$ cat src/rtl/hermes_switch_ctrl.sv
// Hermes 5-port switch controller: round-robin header arbitration, XY routing,
// and the input/output connection tables that steer the crossbar muxes.
module hermes_switch_ctrl #(
   parameter int         NPORT = 5,
   parameter logic [7:0] ADDR  = 8'h11
) (
   input  logic             clock,
   input  logic             reset,
   input  logic [NPORT-1:0] h,
   input  logic [15:0]      header_in [NPORT],
   input  logic [NPORT-1:0] pkt_end,
   output logic [NPORT-1:0] ack_h,
   output logic [NPORT-1:0] in_busy,
   output logic [NPORT-1:0] out_busy,
   output logic [2:0]       mux_in  [NPORT],
   output logic [2:0]       mux_out [NPORT]
);

   localparam logic [2:0] EAST  = 3'd0;
   localparam logic [2:0] WEST  = 3'd1;
   localparam logic [2:0] NORTH = 3'd2;
   localparam logic [2:0] SOUTH = 3'd3;
   localparam logic [2:0] LOCAL = 3'd4;

   typedef enum logic [1:0] {S_IDLE, S_ARB, S_ROUTE, S_GRANT} state_t;

   state_t           state_q, state_d;
   logic [2:0]       ptr_q, sel_q, dest_q;
   logic [2:0]       arb_sel, cand, route_dest;
   logic             arb_found;
   logic [3:0]       tx, ty;
   logic [NPORT-1:0] req, in_busy_d, out_busy_d;
   logic             hdr_unused;

   assign req = h & ~in_busy;

   // Round-robin search starting just after the previous winner.
   always_comb begin
      arb_found = 1'b0;
      arb_sel   = ptr_q;
      cand      = ptr_q;
      for (int k = 1; k <= NPORT; k++) begin
         cand = 3'((int'(ptr_q) + k) % NPORT);
         if (!arb_found && req[cand]) begin
            arb_found = 1'b1;
            arb_sel   = cand;
         end
      end
   end

   always_comb begin
      tx = header_in[sel_q][7:4];
      ty = header_in[sel_q][3:0];
      if (tx > ADDR[7:4])      route_dest = EAST;
      else if (tx < ADDR[7:4]) route_dest = WEST;
      else if (ty > ADDR[3:0]) route_dest = NORTH;
      else if (ty < ADDR[3:0]) route_dest = SOUTH;
      else                     route_dest = LOCAL;
   end

   // Only the low header byte carries the XY target.
   always_comb begin
      hdr_unused = 1'b0;
      for (int i = 0; i < NPORT; i++) hdr_unused = hdr_unused ^ (^header_in[i][15:8]);
   end

   // NOTE: every signal written in always_comb gets a default first, so no path infers a latch.
   always_comb begin
      state_d = state_q;
      ack_h   = '0;
      case (state_q)
         S_IDLE:  if (req != '0) state_d = S_ARB;
         S_ARB:   state_d = arb_found ? S_ROUTE : S_IDLE;
         S_ROUTE: state_d = (h[sel_q] && !out_busy[route_dest]) ? S_GRANT : S_IDLE;
         S_GRANT: begin
            ack_h[sel_q] = 1'b1;
            state_d      = S_IDLE;
         end
         default: state_d = S_IDLE;
      endcase
   end

   // A grant never hits a released pair: the granted input and output were both free.
   always_comb begin
      in_busy_d  = in_busy;
      out_busy_d = out_busy;
      for (int i = 0; i < NPORT; i++) begin
         if (pkt_end[i] && in_busy[i]) begin
            in_busy_d[i]          = 1'b0;
            out_busy_d[mux_in[i]] = 1'b0;
         end
      end
      if (state_q == S_GRANT) begin
         in_busy_d[sel_q]   = 1'b1;
         out_busy_d[dest_q] = 1'b1;
      end
   end

   // NOTE: clocked state uses non-blocking assignments only, so every register samples pre-edge values.
   always_ff @(posedge clock) begin
      if (reset) begin
         state_q  <= S_IDLE;
         ptr_q    <= LOCAL;
         sel_q    <= '0;
         dest_q   <= '0;
         in_busy  <= '0;
         out_busy <= '0;
         // NOTE: the connection tables are port-visible, so they are cleared on reset like any register.
         mux_in   <= '{default: '0};
         mux_out  <= '{default: '0};
      end else begin
         state_q  <= state_d;
         in_busy  <= in_busy_d;
         out_busy <= out_busy_d;
         if (state_q == S_ARB && arb_found) begin
            ptr_q <= arb_sel;
            sel_q <= arb_sel;
         end
         if (state_q == S_ROUTE) dest_q <= route_dest;
         if (state_q == S_GRANT) begin
            mux_in[sel_q]   <= dest_q;
            mux_out[dest_q] <= sel_q;
         end
      end
   end

   a_ack_onehot: assert property (@(posedge clock) disable iff (reset) $onehot0(ack_h));
   a_busy_balance: assert property (@(posedge clock) disable iff (reset)
      $countones(in_busy) == $countones(out_busy));

endmodule

$ cat config.mk
export PLATFORM = sky130hd
export DESIGN_NAME = hermes_switch_ctrl
export DESIGN_NICKNAME = d
export VERILOG_FILES = /design/src/rtl/hermes_switch_ctrl.sv
export SDC_FILE = /design/constraint.sdc
export NUM_CORES = 1
export LEC_CHECK = 0
export BUFFER_PORTS_ARGS = -buffer_cell sky130_fd_sc_hd__clkbuf_2
export CORE_MARGIN = 2
export CORE_UTILIZATION = 30
export DETAILED_ROUTE_END_ITERATION = 8
export PLACE_DENSITY = 0.62
export SETUP_SLACK_MARGIN = 0.05
export SLEW_MARGIN = 25
export SYNTH_ARGS = -nofsm -noshare
export SYNTH_HDL_FRONTEND = slang
export SYNTH_SLANG_ARGS = --single-unit
$ cat constraint.sdc
create_clock -name clock -period 5 [get_ports clock]
set_input_delay 1 -clock clock [delete_from_list [all_inputs] [get_ports clock]]
set_output_delay 1 -clock clock [all_outputs]
set_load 0.01 [all_outputs]
======== After elaboration in Yosys (flattened, before gate mapping) ========
Cells that the tools add are included.
W data, S select, Z words.
word-level totals
  register bits ........................... 51
  bits in latches ......................... 0
  memories kept ........................... 0
  input port bits ......................... 92
  ROM bits ................................ 0
  output and inout bits ................... 45
  memory bits (writable) .................. 0
cells by class
  shifts and indexed selects .............. 0
  reductions and logical operators ........ 27
  muxes and demuxes ....................... 68
  equality and inequality tests ........... 4
  add/subtract/negate cells ............... 5
  div/mod/pow operators ................... 5
  magnitude comparators ................... 28
  bitwise logic cells ..................... 16
  multipliers ............................. 0
operator list
  kind                     number
  $mod A32 B4 Y32 const B  5
  $lt A3 B4 Y1 const B     13
  $bmux W16 S3             1
  $mux W5                  8
  $mux W3                  11
  $and A5 B5 Y5            6
  $bwmux W15               2
  $not A5 Y5               6
  $mux W1                  24
  $bmux W1 S3              7
  $demux W1 S3             7
  $ge A3 B1 Y1 const B     7
  $logic_and A1 B1 Y1      20
  $demux W3 S3             2
  $lt A4 B1 Y1 const B     4
  $mux W8                  2
  $or A5 B5 Y5             2
  $add A3 B2 Y4 const B    2
  $add A3 B3 Y4 const B    2
  $ge A4 B4 Y1 const B     2
  $gt A4 B1 Y1 const B     2
  $not A3 Y4               2
  $pmux W2 S4              1
  $mux W2                  3
  other kinds (7)          12

======== Depth between registers and ports, before layout ========
Gate-level depths: netlist (run 1).
  depth after elaboration ................. 19
  gate-level depth with buffers ........... 21
  mapped depth without buffers ............ 19

======== Worst setup path before layout (run 1) ========
OpenSTA, ideal clock, no wires.
  kind .................................... register to register
  from .................................... register ptr_q[0]
  to ...................................... register ptr_q[1]
  setup slack ............................. 0.273 ns
  setup time .............................. 0.086 ns
  cell stages (with the launch flop) ...... 22
  data arrival time ....................... 4.641 ns
  buffers on the path ..................... 3
  period minus slack after synthesis ...... 4.727 ns
  required time ........................... 4.914 ns
  path through ............................ dfxtp_1 buf_2 clkinv_1 clkbuf_1 ha_1 clkbuf_1 inv_1 ha_1 nor2_1 a21oi_1 xnor2_1 inv_1 ha_1 nand2b_1 o311ai_0 a21oi_1 nor2_1 a211oi_1 and4bb_4 a31oi_4 inv_2 a221oi_2
on the way
  longest elaborated chain between the ends .. 18
  elaborated cells between the ends (all ways) .. 39
  those cells by class .................... add/sub: 5; div: 5; mux: 20; reduce/logical: 9
RTL lines
  item                           line  source
  from (decl)                    28    logic [2:0] ptr_q, sel_q, dest_q;
  from (signal assigned)         116   ptr_q <= arb_sel;
  $add A3 B1 Y4                  43    cand = 3'((int'(ptr_q) + k) % NPORT);
  $mod A32 B4 Y32                43
  $bmux W1 S3                    44    if (!arb_found && req[cand]) begin
  $mux W1 (not written as such)  44
  $mux W1                        44
  $logic_not A1 Y1               44
  $logic_and A1 B1 Y1            44
  $mux W1                        44
  (+2 left out)                  -
  $mux W1                        44
  $logic_not A1 Y1               44
  $logic_and A1 B1 Y1            44
  $mux W1                        44
  $logic_not A1 Y1               44
  $logic_and A1 B1 Y1            44
  $mux W1                        44
  $logic_and A1 B1 Y1            115   if (state_q == S_ARB && arb_found) begin
Several ways; a longest one is shown, not always the timed one. The select of a mux whose other input is x is not followed.
A chain may end at the register's enable or synchronous reset.

======== Worst setup path after layout (run 1) ========
  from .................................... register ptr_q[1]
  to ...................................... register ptr_q[1]
The elaborated chain is that of the path after synthesis.

==> results.cfg, run 1 <==
[run_status]
status = complete, no violations

[route]
first_pass_iters = 5
vias_per_cell = 5.54
post-route-drc-count = 0
routed_wl_um = 13300
num_vias = 4474
wl_per_cell_um = 16.5
ant_nets = 0
first_iter_violations = 259

[clock_tree]
cts_tree = yes
cts_buffer_depth = 2
htreeDepth = 2
insertion_delay_ns = 0.30
numCtsBuffers = 5
cts-root-buf = clkbuf_16
cts_setup_buffers = 0
clkTransAtPathRegs_ns = 0.07
cts.sinks = 49

[synth]
synth_most_common_cell = nor2_1
netlist.top_cell.by_area = dfxtp_1
synth_edf_count = 0
ys.warnings.count = 0
syn-cell-area_um2 = 4220
async_reset_ff_share_pct = 0
syn-num-nets = 655
syn_inst = 533
yosys.area.top_type_share_pct = 23.3
synth_ff_type = dfxtp_1
yosys-top-cells-area = dfxtp_1, ha_1, mux2i_1
ys_seq_elements = 49
synthTopCellsByCount = nor2_1, dfxtp_1, nand2_1, a21oi_1, inv_1
syn_avg_cell_area_um2 = 7.92
synth.distinct_cells = 77
seq_area_frac_synth_pct = 23.3

[worst_setup_path]
slowest_delay_ns = 0.51
critPathArrivalTime_ns = 4.68
r2r_slack_ns = 0.53
worstSetupPathType = reg2reg
crit_top_cell = ha_1
crit_path_max_fanout = 6
crit_family = simple AND/OR/NAND/NOR gates
reg2reg_to = ptr_q[1]$_SDFFE_PP0P_
critPathSlowestCell = nor4b_1
cp-start-kind = register
crit_path_cell_trace = inv_1 -> ha_1 -> ha_1 -> nor4b_1 -> o31ai_1 -> and2_1 -> ha_1 -> nor2b_1 -> or3_1 -> o211a_1 -> o22ai_2 -> mux2i_1 -> o211ai_1 -> nand4b_1 -> o21a_1 -> a221oi_2
regToRegStartpoint = ptr_q[1]$_SDFFE_PP0P_
path_buf_inv = 1
required_ns = 5.21
critPathCaptureType = register
ff2ff_path_depth = 16

[sta]
setup_viol = 0
finalWorstSetupSlack_ns = 0.527
rsz0062_at_grt = no
min_period_ns = 4.47
fin_setup_tns_ns = 0
fmax_mhz = 224
hold_viol_final = 0
timing.slew.headroom_pct = 31.9
fin_worst_skew_ns = 0.00760
finalMaxSlewViolations = 0
worst_pin_slew_ns = 1.01
fin_crit_sh_pct = 89.5

[global_route]
grt_max_degree = 50
globalRouteTotalUtil_pct = 17.7
grt_pass1_wl_um = 21300
gr-total-overflow = 0
grt_pass1_vias = 4254
antenna_found_initial = 0

[die]
fp.dieH_um = 123
die_w_um = 123
start_util_pct = 30.5
coreArea_um2 = 13800
rows = 43
dieArea_um2 = 15000
num_io_pins = 137

[placement]
place_ws_ns = 0.432
gp_congestion = 0.921
post-dp-hpwl_um = 10200
portBuffers = 96

[pwr]
p_comb_share_pct = 75.8
p_total_w = 0.00336
clkPwrFrac_pct = 10.7
intPower_w = 0.00167
p_seq_share_pct = 13.5
peakVddDrop_uv = 295
p_switching_w = 0.00169
leakage_nw = 2.16
power.density_nw_per_um2 = 658
p_sw_share_pct = 50.4

[finish]
fin_util_pct = 36.9
nFillCells = 1413
drive_gt1_share_pct = 23.1
diodes = 0
nets = 750
area_growth_pct = 21.0

[run]
max_cap_violations = 0

[worst_hold_path]
hold_path_depth = 2
hold_end = mux_out[0]$_SDFFE_PP0P_
hp-class = reg2reg
holdCritStartpoint = mux_out[0]$_SDFFE_PP0P_
[sequential cells by signal, indices dropped and copies added (netlist names)]
name      flops
mux_in       15
state_q       2
mux_out      15
sel_q         1
dest_q        3
in_busy       5
out_busy      5
ptr_q         3
[logic make-up (layout without fill, tap and decap cells)]
group                      Yosys count  after routing  synth area share (%)
AOI/OAI and AO/OA                  137            137                  23.7
xor gates and xnor gates             5              5                  1.22
adders and majority gates           30             30                  9.07
buffers and inverters               58            153                  5.28
DFF                                 49             49                  23.3
muxes                               38             38                  10.8
and+or+nand+nor                    216            216                  26.7
[timing repair]
action                     CTS  global route
gates resized for setup      0             2
setup endpoints to repair    0             4
hold buffers                 0             0
[how the worst max path moves through the flow]
stage,start,end,slack [ns],cells after the start
floorplan,ptr_q[0]$_SDFFE_PP0P_,ptr_q[1]$_SDFFE_PP0P_,0.27,21
finish,ptr_q[1]$_SDFFE_PP0P_,ptr_q[1]$_SDFFE_PP0P_,0.53,16
detailed placement,ptr_q[1]$_SDFFE_PP0P_,ptr_q[0]$_SDFFE_PP0P_,0.43,19
global placement,ptr_q[1]$_SDFFE_PP0P_,ptr_q[0]$_SDFFE_PP0P_,0.59,19
global route,ptr_q[1]$_SDFFE_PP0P_,ptr_q[0]$_SDFFE_PP0P_,0.14,19
CTS,ptr_q[1]$_SDFFE_PP0P_,ptr_q[0]$_SDFFE_PP0P_,0.39,19
[cell usage in the layout, fill, tap and decap left out, drive strengths merged, types with 7 or more instances in the layout]
master	count
buf	15
nand2b	18
nand3	10
nor4	14
dfxtp	49
nand2	42
inv	34
mux2i	31
nor3	20
nor2b	7
clkbuf	102
o31ai	7
nor2	60
a31oi	12
ha	29
o21ai	18
a211oi	9
and3	7
a21oi	35
[worst min-delay path: cells and delay by family (launching register included)]
kind	cells	cell delay (ns)
AND/OR/NAND/NOR	1	0.07
AO/OA/AOI/OAI	1	0.06
flip-flops	1	0.33
[power by group through the flow]
stage | clock (W) | combinational (W) | sequential, W
global route | 0.000376 | 0.00279 | 0.000457
CTS | 0.000362 | 0.00249 | 0.000452
finish | 0.000360 | 0.00255 | 0.000452
global placement | 0 | 0.00240 | 0.000460
detailed placement | 0 | 0.00247 | 0.000460
floorplan | 0 | 0.00196 | 0.000445
[cell type report]
class / instances / area (µm²) / area share (%)
clock buffers: 6 / 139 / 2.72
inverters: 35 / 131 / 2.57
multi-input cells: 426 / 3030 / 59.3
repair buffers: 111 / 593 / 11.6
well taps: 180 / 225 / 4.41
clock inverters: 1 / 7.51 / 0.147
flip-flops and latches: 49 / 982 / 19.2
[per-stage QoR]
stage | area [µm²] | std cells | hold slack [ns]
after floorplan | 4220 | 533 | 0.504
after global placement | 4950 | 801 | 0.468
after global routing | 5100 | 808 | 0.539
final | 5100 | 808 | 0.493
after detailed placement | 4950 | 801 | 0.480
after CTS | 5090 | 808 | 0.497
[layer usage]
layer | track usage (%) | up-vias | routed length, µm
met2 | 30.4 | 182 | 6240
met4 | 6.03 | 0 | 350
met5 | 0 | - | 0
met3 | 2.65 | 28 | 861
li1 | - | 2160 | -
met1 | 22.5 | 2104 | 5870
Power figures use the tool's default switching activity.
==> run 2: changes to the inputs <==
--- a/config.mk
+++ b/config.mk
@@ -5,6 +5,7 @@
 export SDC_FILE = /design/constraint.sdc
 export NUM_CORES = 1
 export LEC_CHECK = 0
+export ABC_AREA = 1
 export BUFFER_PORTS_ARGS = -buffer_cell sky130_fd_sc_hd__clkbuf_2
 export CORE_MARGIN = 2
 export CORE_UTILIZATION = 30
==> constraint.sdc (replaced) <==
create_clock -name clock -period 3.8 [get_ports clock]
set_input_delay 0.76 -clock clock [delete_from_list [all_inputs] [get_ports clock]]
set_output_delay 0.76 -clock clock [all_outputs]
set_load 0.01 [all_outputs]
==> run 2 against run 1 <==
  * Non-clock buffer count is 3 higher
  * Area after synthesis is 2.6% lower
  * Via count is 0.31% lower
  * Wire length is 6.5% lower
  * Critical path type unchanged
  * Final cell count is 12% higher
  * Largest cell class unchanged
  * Hold slack better by 0.0081 ns
  * Clock skew is 0.0027 ns lower
==> results.cfg, run 2 <==
[route]
ant_nets = 0
num_vias = 4460
routed_wl_um = 12500
first_pass_iters = 5
wl_per_cell_um = 13.8
first_iter_violations = 277
vias_per_cell = 4.92
post-route-drc-count = 0

[sta]
min_period_ns = 3.45
worst_pin_slew_ns = 0.938
hold_viol_final = 0
setup_viol = 0
fin_crit_sh_pct = 90.8
fin_setup_tns_ns = 0
timing.slew.headroom_pct = 37.4
fmax_mhz = 290
fin_worst_skew_ns = 0.00489
finalWorstSetupSlack_ns = 0.349
rsz0062_at_grt = no
finalMaxSlewViolations = 0

[pwr]
peakVddDrop_uv = 289
leakage_nw = 2.51
p_total_w = 0.00391
power.density_nw_per_um2 = 751

[global_route]
grt_pass1_wl_um = 20300
globalRouteTotalUtil_pct = 17.1
grt_pass1_vias = 4206
antenna_found_initial = 0
gr-total-overflow = 0
grt_max_degree = 36

[worst_setup_path]
cp-start-kind = register
worstSetupPathType = reg2reg
crit_top_cell = nand2_1
r2r_slack_ns = 0.35
reg2reg_to = sel_q[2]$_SDFFE_PP0P_
ff2ff_path_depth = 31
required_ns = 3.96
critPathSlowestCell = dfxtp_4
critPathCaptureType = register
slowest_delay_ns = 0.38
crit_path_max_fanout = 7
critPathArrivalTime_ns = 3.61
regToRegStartpoint = ptr_q[1]$_SDFFE_PP0P_

[synth]
synthTopCellsByCount = nand2_1, inv_1, nor2_1, dfxtp_1, o21ai_0
syn_avg_cell_area_um2 = 6.62
synth_ff_type = dfxtp_1
synth_edf_count = 0
seq_area_frac_synth_pct = 23.9
syn-cell-area_um2 = 4110
yosys-top-cells-area = dfxtp_1, nand2_1, ha_1
syn_inst = 621
yosys.area.top_type_share_pct = 23.9
ys_seq_elements = 49
netlist.top_cell.by_area = dfxtp_1
async_reset_ff_share_pct = 0
syn-num-nets = 743
synth.distinct_cells = 52
ys.warnings.count = 0
synth_most_common_cell = nand2_1

[die]
num_io_pins = 137
coreArea_um2 = 13300
rows = 42
fp.dieH_um = 121
start_util_pct = 30.9
dieArea_um2 = 14700
die_w_um = 121

[clock_tree]
cts-root-buf = clkbuf_16
clkTransAtPathRegs_ns = 0.07
numCtsBuffers = 5
cts_tree = yes
htreeDepth = 2
insertion_delay_ns = 0.29
cts_buffer_depth = 2
cts_hold_buf = 0
cts.sinks = 49

[run]
max_cap_violations = 0

[finish]
reg_top3 = mux_in: 15 flops, mux_out: 15 flops
final_cell_mix = nand2_1, clkbuf_2, inv_1
drive_gt1_share_pct = 28.2
nets = 851
area_growth_pct = 26.9
diodes = 0
seq_area_um2 = 990
multi_input_area_um2 = 2860
layout_commonest_cell = nand2_1
nFillCells = 1400

[placement]
portBuffers = 96
gp_congestion = 0.899
post-dp-hpwl_um = 9720
place_ws_ns = 0.0815

[worst_hold_path]
hp-class = reg2reg
holdCritStartpoint = mux_out[11]$_SDFFE_PP0P_
hold_path_depth = 2
hold_end = mux_out[11]$_SDFFE_PP0P_

[run_status]
status = complete, no violations
==> run 2: logic make-up after synthesis <==
kind of cell	share of synthesized area [%]
xor+xnor	2.07
fa+ha+maj	9.32
simple gates	35.4
flops	23.9
compound gates	19.2
buf+inv	10.1
==> run 2: worst max path at each step <==
stage / slack (ns) / end / start
after floorplan: 0.07 / ptr_q[0]$_SDFFE_PP0P_ / ptr_q[0]$_SDFFE_PP0P_
after global routing: 0.002 / sel_q[2]$_SDFFE_PP0P_ / ptr_q[1]$_SDFFE_PP0P_
after detailed placement: 0.08 / ptr_q[1]$_SDFFE_PP0P_ / ptr_q[1]$_SDFFE_PP0P_
after CTS: 0.13 / ptr_q[0]$_SDFFE_PP0P_ / ptr_q[1]$_SDFFE_PP0P_
final: 0.35 / sel_q[2]$_SDFFE_PP0P_ / ptr_q[1]$_SDFFE_PP0P_
after global placement: 0.11 / ptr_q[1]$_SDFFE_PP0P_ / ptr_q[1]$_SDFFE_PP0P_
==> run 2: through the flow <==
step	util [%]	hold WS [ns]	area (µm²)	instances
2_1_floorplan	-	0.503	4130	621
3_3_place_gp	36.3	0.471	4830	890
3_5_place_dp	36.3	0.484	4830	890
4_1_cts	37.6	0.498	4990	898
5_1_grt	39.2	0.533	5220	906
6_report	39.2	0.501	5220	906
==> run 2: critical path, delay by kind of cell, from the launching register on <==
kind | cells | cell delay, ns
and+or+nand+nor | 21 | 1.77
DFF | 1 | 0.38
xor gates and xnor gates | 1 | 0.20
buffers and inverters | 5 | 0.33
AOI/OAI and AO/OA | 1 | 0.05
adders and majority gates | 3 | 0.55
==> run 2: timing repair <==
action,CTS,global route
setup buffers,0,8
setup endpoints to repair,2,5
gates cloned,0,0
pin swaps,0,16
resized for setup,1,40
==> run 2: power breakdown <==
part	switching, W	leakage, nW	internal, W
combinational	0.00176	2.03	0.00104
clock	0.000203	0.0792	0.000286
sequential	0.0000555	0.397	0.000565
==> run 2: layout make-up <==
| cell class | instances | area share (%) |
|---|---|---|
| clock buffer | 7 | 2.95 |
| clock inverter | 1 | 0.168 |
| inverter | 91 | 6.89 |
| multi-input combinational | 468 | 54.8 |
| sequential | 49 | 19.0 |
| tap | 176 | 4.22 |
| timing repair buffer | 114 | 11.9 |
==> run 2: per-layer routing <==
| layer | GRT usage (%) | part of all wire (%) | up-vias |
|---|---|---|---|
| met5 | 0 | 0 | - |
| met4 | 4.00 | 1.8 | 0 |
| met3 | 2.35 | 5.2 | 18 |
| met2 | 29.5 | 47 | 134 |
| met1 | 22.7 | 46 | 2013 |
| li1 | - | - | 2295 |
==> run 3: changes to the inputs <==
--- a/config.mk
+++ b/config.mk
@@ -8,9 +8,9 @@
 export ABC_AREA = 1
 export BUFFER_PORTS_ARGS = -buffer_cell sky130_fd_sc_hd__clkbuf_2
 export CORE_MARGIN = 2
-export CORE_UTILIZATION = 30
+export CORE_UTILIZATION = 25
 export DETAILED_ROUTE_END_ITERATION = 8
-export PLACE_DENSITY = 0.62
+export PLACE_DENSITY = 0.55
 export SETUP_SLACK_MARGIN = 0.05
 export SLEW_MARGIN = 25
 export SYNTH_ARGS = -nofsm -noshare
==> run 3 against run 2 <==
  * Via count shrank 1.5%
  * Sequential power grew 0.8%
  * Combinational power grew 3%
  * Clock-buffer cell count shrank 1
  * Hold slack lost 0.0044 ns
  * Wire length grew 4.0%
  * Register-to-register slack lost 0.02 ns
  * Sequential share of layout area shrank 0.16 points
  * Non-clock buffer count grew 4
  * Worst setup slack lost 0.024 ns
  * Sequential cell count is the same
  * Critical endpoint is now ptr_q[0]$_SDFFE_PP0P_
  * Largest cell class unchanged
  * Highest routed layer unchanged
==> results.cfg, run 3 (synthesis results as in run 2) <==
[sta]
fmax_mhz = 288
finalWorstSetupSlack_ns = 0.325
rsz0062_at_grt = no
fin_crit_sh_pct = 91.4
hold_viol_final = 0
timing.slew.headroom_pct = 37.6
worst_pin_slew_ns = 0.935
fin_worst_skew_ns = 0.00722
finalMaxSlewViolations = 0
setup_viol = 0
fin_worst_hold_slack_ns = 0.496
fin_setup_tns_ns = 0
min_period_ns = 3.47

[route]
ant_nets = 0
routed_wl_um = 13000
vias_per_cell = 4.63
first_pass_iters = 5
first_iter_violations = 232
post-route-drc-count = 0
wl_per_cell_um = 13.6
num_vias = 4395

[worst_setup_path]
ff2ff_path_depth = 29
crit_family = simple AND/OR/NAND/NOR gates
critPathArrivalTime_ns = 3.65
path_buf_inv = 5
critPathCaptureType = register
worstSetupPathType = reg2reg
r2r_slack_ns = 0.33
slowest_delay_ns = 0.38
cp-start-kind = register
regToRegStartpoint = ptr_q[1]$_SDFFE_PP0P_
critPathSlowestCell = dfxtp_4
reg2reg_to = ptr_q[0]$_SDFFE_PP0P_
crit_path_max_fanout = 6
crit_top_cell = nand2_4
required_ns = 3.97

[run]
max_cap_violations = 0

[global_route]
antenna_found_initial = 0
gr-total-overflow = 0
globalRouteTotalUtil_pct = 14.6
grt_pass1_vias = 4141
grt_pass1_wl_um = 21100
grt_max_degree = 36

[pwr]
leakage_nw = 2.52
peakVddDrop_uv = 277
p_total_w = 0.00393
power.density_nw_per_um2 = 748

[finish]
final_area_um2 = 5260
multi_input_area_um2 = 2860
layout_commonest_cell = nand2_1
seq_area_um2 = 990
diodes = 0
area_growth_pct = 27.9
reg_top3 = mux_in: 15 flops, mux_out: 15 flops
drive_gt1_share_pct = 28.5
final_cell_mix = nand2_1, clkbuf_2, inv_1
nFillCells = 1815
nets = 855

[clock_tree]
cts_tree = yes
numCtsBuffers = 5
cts.sinks = 49
clkTransAtPathRegs_ns = 0.07
htreeDepth = 2
cts_buffer_depth = 2
insertion_delay_ns = 0.29
cts-root-buf = clkbuf_16

[worst_hold_path]
hold_end = mux_out[11]$_SDFFE_PP0P_
holdCritStartpoint = mux_out[11]$_SDFFE_PP0P_
hp-class = reg2reg
hold_path_depth = 2

[placement]
place_area_um2 = 4900
place_ws_ns = 0.0813
portBuffers = 96
post-dp-hpwl_um = 10400
gp_congestion = 0.853

[die]
num_io_pins = 137
start_util_pct = 25.7
fp.dieH_um = 132
dieArea_um2 = 17500
coreArea_um2 = 16000
die_w_um = 132
rows = 46

[run_status]
status = complete, no violations
-- run 3: through the flow --
step,std cells,util [%]
global route,950,32.9
detailed placement,933,30.7
global placement,933,30.7
finish,950,32.9
CTS,941,31.5
floorplan,621,-
-- run 3: layout make-up --
class	count	share of cell area, %
Timing Repair Buffer	118	12.3
Inverter	91	6.66
Sequential cell	49	18.8
Tap cell	216	5.14
Multi-Input combinational cell	468	54.3
Clock inverter	2	0.262
Clock buffer	6	2.45
-- run 3: worst max-delay path by stage --
stage / depth (start not counted) / startpoint / to
2_1_floorplan: 33 / ptr_q[0]$_SDFFE_PP0P_ / ptr_q[0]$_SDFFE_PP0P_
3_3_place_gp: 25 / ptr_q[1]$_SDFFE_PP0P_ / ptr_q[1]$_SDFFE_PP0P_
3_5_place_dp: 25 / ptr_q[1]$_SDFFE_PP0P_ / ptr_q[1]$_SDFFE_PP0P_
4_1_cts: 25 / ptr_q[1]$_SDFFE_PP0P_ / ptr_q[1]$_SDFFE_PP0P_
5_1_grt: 29 / ptr_q[1]$_SDFFE_PP0P_ / ptr_q[0]$_SDFFE_PP0P_
6_report: 29 / ptr_q[1]$_SDFFE_PP0P_ / ptr_q[0]$_SDFFE_PP0P_
-- run 3: worst min-delay path, cell delays in order (launching register included) --
cell and delay (ns):
dfxtp_1 0.31, nor2_1 0.09, nor2_1 0.05
-- run 3: repair_timing --
item                       in CTS  in global routing
gates resized for setup         0                 38
setup endpoints to repair       0                  5
hold endpoints to repair        0                  0
hold buffers                    0                  0
buffers inserted                0                  9
-- run 3: layer usage --
| metal | vias up | wire, µm | track usage (%) |
|---|---|---|---|
| li1 | 2304 | - | - |
| met1 | 1966 | 6100 | 19.3 |
| met2 | 114 | 6090 | 25.4 |
| met3 | 11 | 672 | 2.23 |
| met4 | 0 | 95 | 2.15 |
| met5 | - | 0 | 0 |
-- run 3: report_power, final --
part | switching, W | internal [W]
logic | 0.00178 | 0.00109
registers | 0.0000604 | 0.000566
clock network | 0.000195 | 0.000246
total | 0.00203 | 0.00190
